## src/rtl/loop_ctrl.sv

```systemverilog
// Bracket/loop sequencer: owns the return-address stack protocol, forward skip scan
// over zero-cell loops, and the jump-back pulse to the PC logic.
//
// state | meaning
// IDLE  | executing normally, accepts every instruction
// SKIP  | forward scan past a zero-cell loop, tracks bracket nesting
// JUMP  | one-cycle pc_load of the stacked loop-start address
// ERROR | stack/nest fault, frozen until reset
module loop_ctrl #(
  parameter int PC_W     = 16,
  parameter int STACK_AW = 9,
  parameter int NEST_W   = 16
) (
  input  logic                clk,
  input  logic                reset,
  input  logic                instr_valid,
  input  logic [1:0]          instr_op,
  input  logic [PC_W-1:0]     pc,
  input  logic                cell_zero,
  output logic                instr_ready,
  output logic                skip,
  output logic                pc_load,
  output logic [PC_W-1:0]     pc_target,
  output logic                stk_push,
  output logic                stk_pop,
  output logic [PC_W-1:0]     stk_din,
  input  logic [PC_W-1:0]     stk_top,
  output logic [STACK_AW:0]   depth,
  output logic                err,
  output logic [1:0]          err_code
);

  typedef enum logic [1:0] {S_IDLE, S_SKIP, S_JUMP, S_ERROR} state_t;

  state_t              state_q, state_d;
  logic [STACK_AW:0]   depth_q, depth_d;
  logic [NEST_W-1:0]   nest_q, nest_d;
  logic [1:0]          err_code_q, err_code_d;

  logic accept, is_open, is_close, stk_full, stk_empty;

  assign accept    = instr_valid & instr_ready;
  assign is_open   = (instr_op == 2'b01);
  assign is_close  = (instr_op == 2'b10);
  assign stk_full  = depth_q[STACK_AW];
  assign stk_empty = (depth_q == '0);

  always_ff @(posedge clk or negedge reset) begin
    if (!reset) begin
      state_q    <= S_IDLE;
      depth_q    <= '0;
      nest_q     <= '0;
      err_code_q <= 2'b00;
    end else begin
      state_q    <= state_d;
      depth_q    <= depth_d;
      nest_q     <= nest_d;
      err_code_q <= err_code_d;
    end
  end

  always_comb begin
    state_d    = state_q;
    depth_d    = depth_q;
    nest_d     = nest_q;
    err_code_d = err_code_q;
    case (state_q)
      S_IDLE: begin
        if (accept && is_open) begin
          if (cell_zero) begin
            nest_d  = NEST_W'(1);
            state_d = S_SKIP;
          end else if (stk_full) begin
            err_code_d = 2'b01;
            state_d    = S_ERROR;
          end else begin
            depth_d = depth_q + (STACK_AW+1)'(1);
          end
        end else if (accept && is_close) begin
          if (stk_empty) begin
            err_code_d = 2'b10;
            state_d    = S_ERROR;
          end else if (cell_zero) begin
            depth_d = depth_q - (STACK_AW+1)'(1);
          end else begin
            state_d = S_JUMP;
          end
        end
      end
      S_SKIP: begin
        if (accept && is_open) begin
          if (&nest_q) begin
            err_code_d = 2'b11;
            state_d    = S_ERROR;
          end else begin
            nest_d = nest_q + NEST_W'(1);
          end
        end else if (accept && is_close) begin
          nest_d = nest_q - NEST_W'(1);
          if (nest_q == NEST_W'(1)) state_d = S_IDLE;
        end
      end
      S_JUMP:  state_d = S_IDLE;
      default: state_d = S_ERROR;
    endcase
  end

  // Push/pop are also gated by reset so the external stack never sees a strobe
  // while its pointer is being cleared.
  always_comb begin
    instr_ready = (state_q == S_IDLE) || (state_q == S_SKIP);
    skip        = (state_q == S_SKIP);
    pc_load     = (state_q == S_JUMP);
    pc_target   = (state_q == S_JUMP) ? stk_top : '0;
    err         = (state_q == S_ERROR);
    err_code    = err_code_q;
    depth       = depth_q;
    stk_push    = reset && (state_q == S_IDLE) && accept && is_open && !cell_zero && !stk_full;
    stk_pop     = reset && (state_q == S_IDLE) && accept && is_close && cell_zero && !stk_empty;
    stk_din     = stk_push ? (pc + PC_W'(1)) : '0;
  end

endmodule

```

## config.mk

```make
export PLATFORM = sky130hd
export DESIGN_NAME = loop_ctrl
export DESIGN_NICKNAME = d
export VERILOG_FILES = /design/src/rtl/loop_ctrl.sv
export SDC_FILE = /design/constraint.sdc
export NUM_CORES = 1
export LEC_CHECK = 0
export CORE_MARGIN = 2
export CORE_UTILIZATION = 43
export DETAILED_ROUTE_END_ITERATION = 7
export PLACE_DENSITY = 0.77
export SYNTH_ARGS = -nofsm -noshare
export SYNTH_HDL_FRONTEND = slang
export SYNTH_SLANG_ARGS = --single-unit
```

## constraint.sdc

```tcl
create_clock -name clk -period 2.45 [get_ports clk]
set_input_delay 0.245 -clock clk [delete_from_list [all_inputs] [get_ports clk]]
set_output_delay 0.245 -clock clk [all_outputs]
set_load 0.05 [all_outputs]
```

==> flow_summary.ini, run 1 <==
[clocking]
clockRootBuffer = clkbuf_8
cts_buffers = 5
cts_buffer_depth = 2
clkTransAtPathRegs_ns = 0.07
numClockSinks = 30
clock_latency_ns = 0.29
cts_tree = built
cts-htree-levels = 2
hold_buffers = 0

[detailed_routing]
num_vias = 3490
antenna_left = 0
routed_wirelength_um = 9698
drtIter0Drc = 195
detail_route.wl_per_cell_um = 16.81
viasPerCell = 6.049
dr.pass1.iters = 4
drc = 0

[global_route]
antenna_found_initial = 0
grt.total_usage_pct = 25.82
grt_pass1_wl_um = 15480
grt-ovfl-total = 0
grt_pass1_vias = 3201
grt_max_degree = 22

[critical_path]
r2r_end = nest_q[14]
worstPathRequired_ns = 2.66
r2r_cells = 5
path_cells = or4_4 -> or4b_4 -> a22o_1 -> or4_1 -> a21oi_1
cp.arrival_ns = 2.55
reg2reg_from = nest_q[4]
crit_slowest_cell = or4_4
critPathKind = flop to flop
rrSetupSlack_ns = 0.11
path_max_fanout = 4
worst_setup_path_end_kind = flop
crit_path_start_kind = flop
max_stage_delay_ns = 0.58

[placement]
gp_congestion = 1.004
dp_worst_setup_slack_ns = -0.05853
place_hpwl_um = 7316
port_buffers = 87

[floorplanning]
core-area_um2 = 6386
die-area_um2 = 7321
die_w_um = 85.56
start_util_pct = 44.79
die_y_um = 85.56
io-pin-count = 88
rows = 29

[timing]
slew_headroom_pct = 63.09
tightest_slew_ns = 0.5529
min_period_ns = 2.336
final-hold-violation-count = 0
clock.fmax_mhz = 428.1
setup_violations = 0
clock_skew_ns = 0.006988
finalCritPeriodShare_pct = 95.35
rsz0062_at_grt = no
setup_ws_ns = 0.1139
drv_slew = 0
tns_ns = 0

[power]
cellLeakagePower_nw = 1.828
ir_drop_v = 0.0007290
p_per_area_nw_per_um2 = 962.2

[min_path]
min_path_type = input port to asynchronous set/reset pin

[synthesis]
syn_area_per_cell_um2 = 7.488
netlist_area_um2 = 2860
syn_nets = 427
yosys_register_bits = 30
synth_cell_types = 58
syn-instance-count = 382
synth_flop_cell = dfrtp_1
synth.yosys.seq_area_share_pct = 26.25
yosys_warnings = 0
synth_edf_count = 0
async_flop_share_pct = 100.0

[final_layout]
diodes = 0
syn2layout_area_growth_pct = 56.12
drive_above_1_share_pct = 21.40
nets = 544

[outcome]
status = complete, no violations

[job]
cap_violations = 0
## area by class of cell
type	instances	area, um^2
fillers	505	1921
clock buffers	5	68.82
inverters	12	52.55
repair buffers	138	1426
flip-flops and latches	30	754.5
multi-input cells	311	2019
clock inverters	3	40.04
repair inverters	1	7.507
well taps	77	96.34
## cells in the mapped netlist (all sizes together) (5+ instances only)
library cell  count  area (um^2)
a21oi            18        90.09
a31oi             6        37.54
and3             22        137.6
clkbuf           27        101.4
dfrtp            30        750.7
ha                7        87.58
inv              12        45.04
mux2i             6        60.06
nand2            31        116.4
nand2b            8        50.05
nand3            21        105.1
nand4            15        93.84
nor2             39        146.4
nor3              8        40.04
nor4              9        56.30
o21ai            15        75.07
o31ai             8        60.06
or2               5        31.28
or3               8        51.30
or4              11        86.33
xnor2            10        87.58
xor2             10        87.58
## critical path: cells and delay by family, from the launching register on
kind,cells,cell delay [ns]
flip-flops,1,0.39
AO/OA/AOI/OAI,2,0.36
AND/OR/NAND/NOR,3,1.52
## per-layer routing
metal | vias to the layer above | wire, um | part of all wire [%] | global-route usage, %
met5 | - | 0 | 0 | 0
met4 | 0 | 153 | 1.6 | 7.792
met3 | 24 | 613 | 6.3 | 4.716
met2 | 155 | 4921 | 51 | 44.60
met1 | 1651 | 4010 | 41 | 32.83
li1 | 1660 | - | - | -
## state kept, by name, indices dropped and copies added, names as in the netlist
signal and count:
depth 10, state_q 2, err_code 2, nest_q 16
## cells by family (layout without fill, tap and decap cells)
group / count (synthesis) / in the layout / share of synthesized area [%]
AND/OR/NAND/NOR: 195 / 195 / 37.49
AO/OA/AOI/OAI: 83 / 83 / 19.55
buffers and inverters: 41 / 159 / 5.424
flip-flops: 30 / 30 / 26.25
XOR/XNOR: 20 / 20 / 6.124
adder cells (fa/ha/maj): 7 / 7 / 3.062
multiplexers: 6 / 6 / 2.100
## repair_timing
item | 4_1_cts | 5_1_grt
pin swaps | 0 | 1
gates cloned | 0 | 1
endpoints found under the hold margin | 0 | 0
endpoints found under the setup margin | 15 | 20
gates resized for setup | 1 | 7
buffers inserted | 0 | 2
## report_power, final
group	switching, mW	leakage [nW]	internal [mW]
clock network	0.207	0.0579	0.299
logic	1.67	1.39	1.14
registers	0.284	0.381	0.696
## through the flow
| step | cell area [um^2] | instances | hold WS, ns | utilization [%] | total power [mW] |
|---|---|---|---|---|---|
| after floorplan | 2887 | 382 | -0.05059 | - | 2.687 |
| after global placement | 4299 | 566 | 0.5038 | 67.32 | 3.621 |
| after detailed placement | 4299 | 566 | 0.5096 | 67.32 | 3.689 |
| after CTS | 4412 | 574 | 0.4770 | 69.08 | 4.210 |
| after global routing | 4466 | 577 | 0.4832 | 69.93 | 4.545 |
| final | 4466 | 577 | 0.4678 | 69.93 | 4.297 |
## worst max path at each step
stage | slack [ns] | endpoint | depth (start not counted) | start
finish | 0.11 | nest_q[14] | 5 | nest_q[4]
global route | 0.008 | depth[4] | 8 | depth[0]
CTS | 0.02 | pc_target[15] | 3 | state_q[0]
detailed placement | -0.06 | nest_q[15] | 6 | instr_valid
global placement | 0.05 | depth[5] | 7 | instr_op[0]
floorplan | 0.009 | depth[6] | 6 | depth[2]
## placed cells by master (no fill, tap or decap), drive strengths merged, types with 4 or more instances in the layout
master,n
or3,8
and3,22
a311oi,4
dfrtp,30
nand3,21
a31oi,6
inv,10
nand2b,8
mux2i,6
nand2,31
nand4,15
or2,5
nor3,8
a21oi,18
nor2,39
clkdlybuf4s50,66
buf,72
nor4,9
o22ai,4
o31ai,8
o21ai,15
xor2,10
ha,7
clkbuf,5
or4,11
xnor2,10
(Power assumes the default switching activity.)
==> run 2: changes to the inputs <==
Settings changed: TNS_END_PERCENT set to 5.
==> run 2 against run 1 <==
Against the previous run:
- non-clock buffer count fell by 4
- sequential share of layout area is 0.061 points lower
- critical path depth unchanged
- maximum frequency up 0.82%
- largest cell class unchanged
- largest power group unchanged
- highest routed layer unchanged
==> flow_summary.ini, run 2 (synthesis gave the netlist of run 1 again) <==
[outcome]
status = complete, no violations

[final_layout]
largest-register = nest_q
fin_util_pct = 69.83
nets = 539
multiInputGateArea_um2 = 1994
num-fill-cells = 504
largest_reg_flops = 16
drive_above_1_share_pct = 19.60
register_area_um2 = 750.7
syn2layout_area_growth_pct = 55.91
final_common_cell = buf_4
final_cell_mix = buf_4, clkdlybuf4s50_1, nor2_1
instances_no_fill = 572
design_area_um2 = 4459
diodes = 0

[clocking]
clock_latency_ns = 0.29
cts_tree = built
cts_buffers = 5
cts_buffer_depth = 2
clkTransAtPathRegs_ns = 0.08
clockRootBuffer = clkbuf_8
numClockSinks = 30
cts-htree-levels = 2

[critical_path]
crit_family = compound AO/OA/AOI/OAI gates
crit_slowest_cell = dfrtp_1
r2r_cells = 5
rrSetupSlack_ns = 0.13
cp.arrival_ns = 2.49
r2r_end = nest_q[2]
path_cells = clkinvlp_4 -> o22ai_1 -> and3_1 -> o211ai_1 -> a222oi_1
critPathKind = flop to flop
worst_setup_path_end_kind = flop
reg2reg_from = state_q[0]
worstPathRequired_ns = 2.62
path_max_fanout = 20
crit_path_start_kind = flop
max_stage_delay_ns = 0.55
critPathBufInv = 1

[timing]
tightest_slew_ns = 0.5991
min_period_ns = 2.317
setup_violations = 0
slew_headroom_pct = 60.00
rsz0062_at_grt = no
drv_slew = 0
finalCritPeriodShare_pct = 94.58
clock.fmax_mhz = 431.6
setup_ws_ns = 0.1329
clock_skew_ns = 0.01026
final-hold-violation-count = 0

[power]
p_per_area_nw_per_um2 = 969.4
power_mw = 4.323
cellLeakagePower_nw = 2.082
ir_drop_v = 0.0008613

[detailed_routing]
detail_route.wl_per_cell_um = 16.47
viasPerCell = 6.080
dr.pass1.iters = 6
routed_wirelength_um = 9421
drtIter0Drc = 307
antenna_left = 0
num_vias = 3478
drc = 0

[global_route]
antenna_found_initial = 0
grt_max_degree = 22
grt_pass1_wl_um = 15210
grt_pass1_vias = 3265
grt-ovfl-total = 0
grt.total_usage_pct = 25.20

[placement]
place_hpwl_um = 7091
placed_area_um2 = 4268
gp_congestion = 0.8601
dp_worst_setup_slack_ns = -0.03682
port_buffers = 87
place_inst = 564

[floorplanning]
io-pin-count = 88
start_util_pct = 44.79
rows = 29
die_y_um = 85.56
die-area_um2 = 7321
die_w_um = 85.56
core-area_um2 = 6386

[min_path]
min_path_type = input port to asynchronous set/reset pin

[job]
cap_violations = 0
run 2: cell count changes in the layout (fill, tap and decap cells not counted), moves of 2 or more:
cell | previous run | this run
clkinv_2 | 2 | 0
clkdlybuf4s50_1 | 66 | 50
clkinvlp_4 | 3 | 1
buf_4 | 54 | 52
dlymetal6s2s_1 | 0 | 14
dfrtp_2 | 3 | 0
dfrtp_1 | 27 | 30
run 2: through the flow:
step / TNS, ns / hold WS (ns)
4_1_cts: 0 / 0.4381
2_1_floorplan: -0.6893 / -0.05059
3_5_place_dp: -0.08916 / 0.5068
3_3_place_gp: 0 / 0.4991
5_1_grt: 0 / 0.4719
6_report: 0 / 0.4491
run 2: how the worst max path moves through the flow:
stage	to	depth (start not counted)	start
after floorplan	depth[6]	7	depth[0]
after global placement	depth[6]	7	instr_op[0]
after detailed placement	depth[6]	7	instr_op[0]
after CTS	pc_target[8]	3	state_q[0]
after global routing	stk_pop	7	depth[0]
final	nest_q[2]	5	state_q[0]
run 2: layout make-up:
class / instances / share of cell area [%]
clock buffer: 6 / 1.852
clock inverter: 2 / 1.347
inverter: 12 / 1.094
multi-input combinational: 311 / 44.72
sequential: 30 / 16.84
tap: 77 / 2.160
timing repair buffer: 134 / 31.99
run 2: what timing repair did:
item                                    CTS  global route
hold buffers                              0             0
gates resized for setup                   1            16
buffers inserted                          0             0
endpoints found under the setup margin    5            18
run 2: power breakdown:
| group | leakage [nW] | internal, mW | switching (mW) |
|---|---|---|---|
| combinational | 1.63 | 1.11 | 1.63 |
| clock | 0.0714 | 0.434 | 0.206 |
| sequential | 0.384 | 0.692 | 0.259 |
| total | 2.08 | 2.23 | 2.09 |
run 2: per-layer routing:
metal	up-vias	track usage, %	part of all wire (%)
li1	1643	-	-
met1	1688	33.37	43
met2	127	42.05	50
met3	20	4.909	5.8
met4	0	6.926	1.2
met5	-	0	0
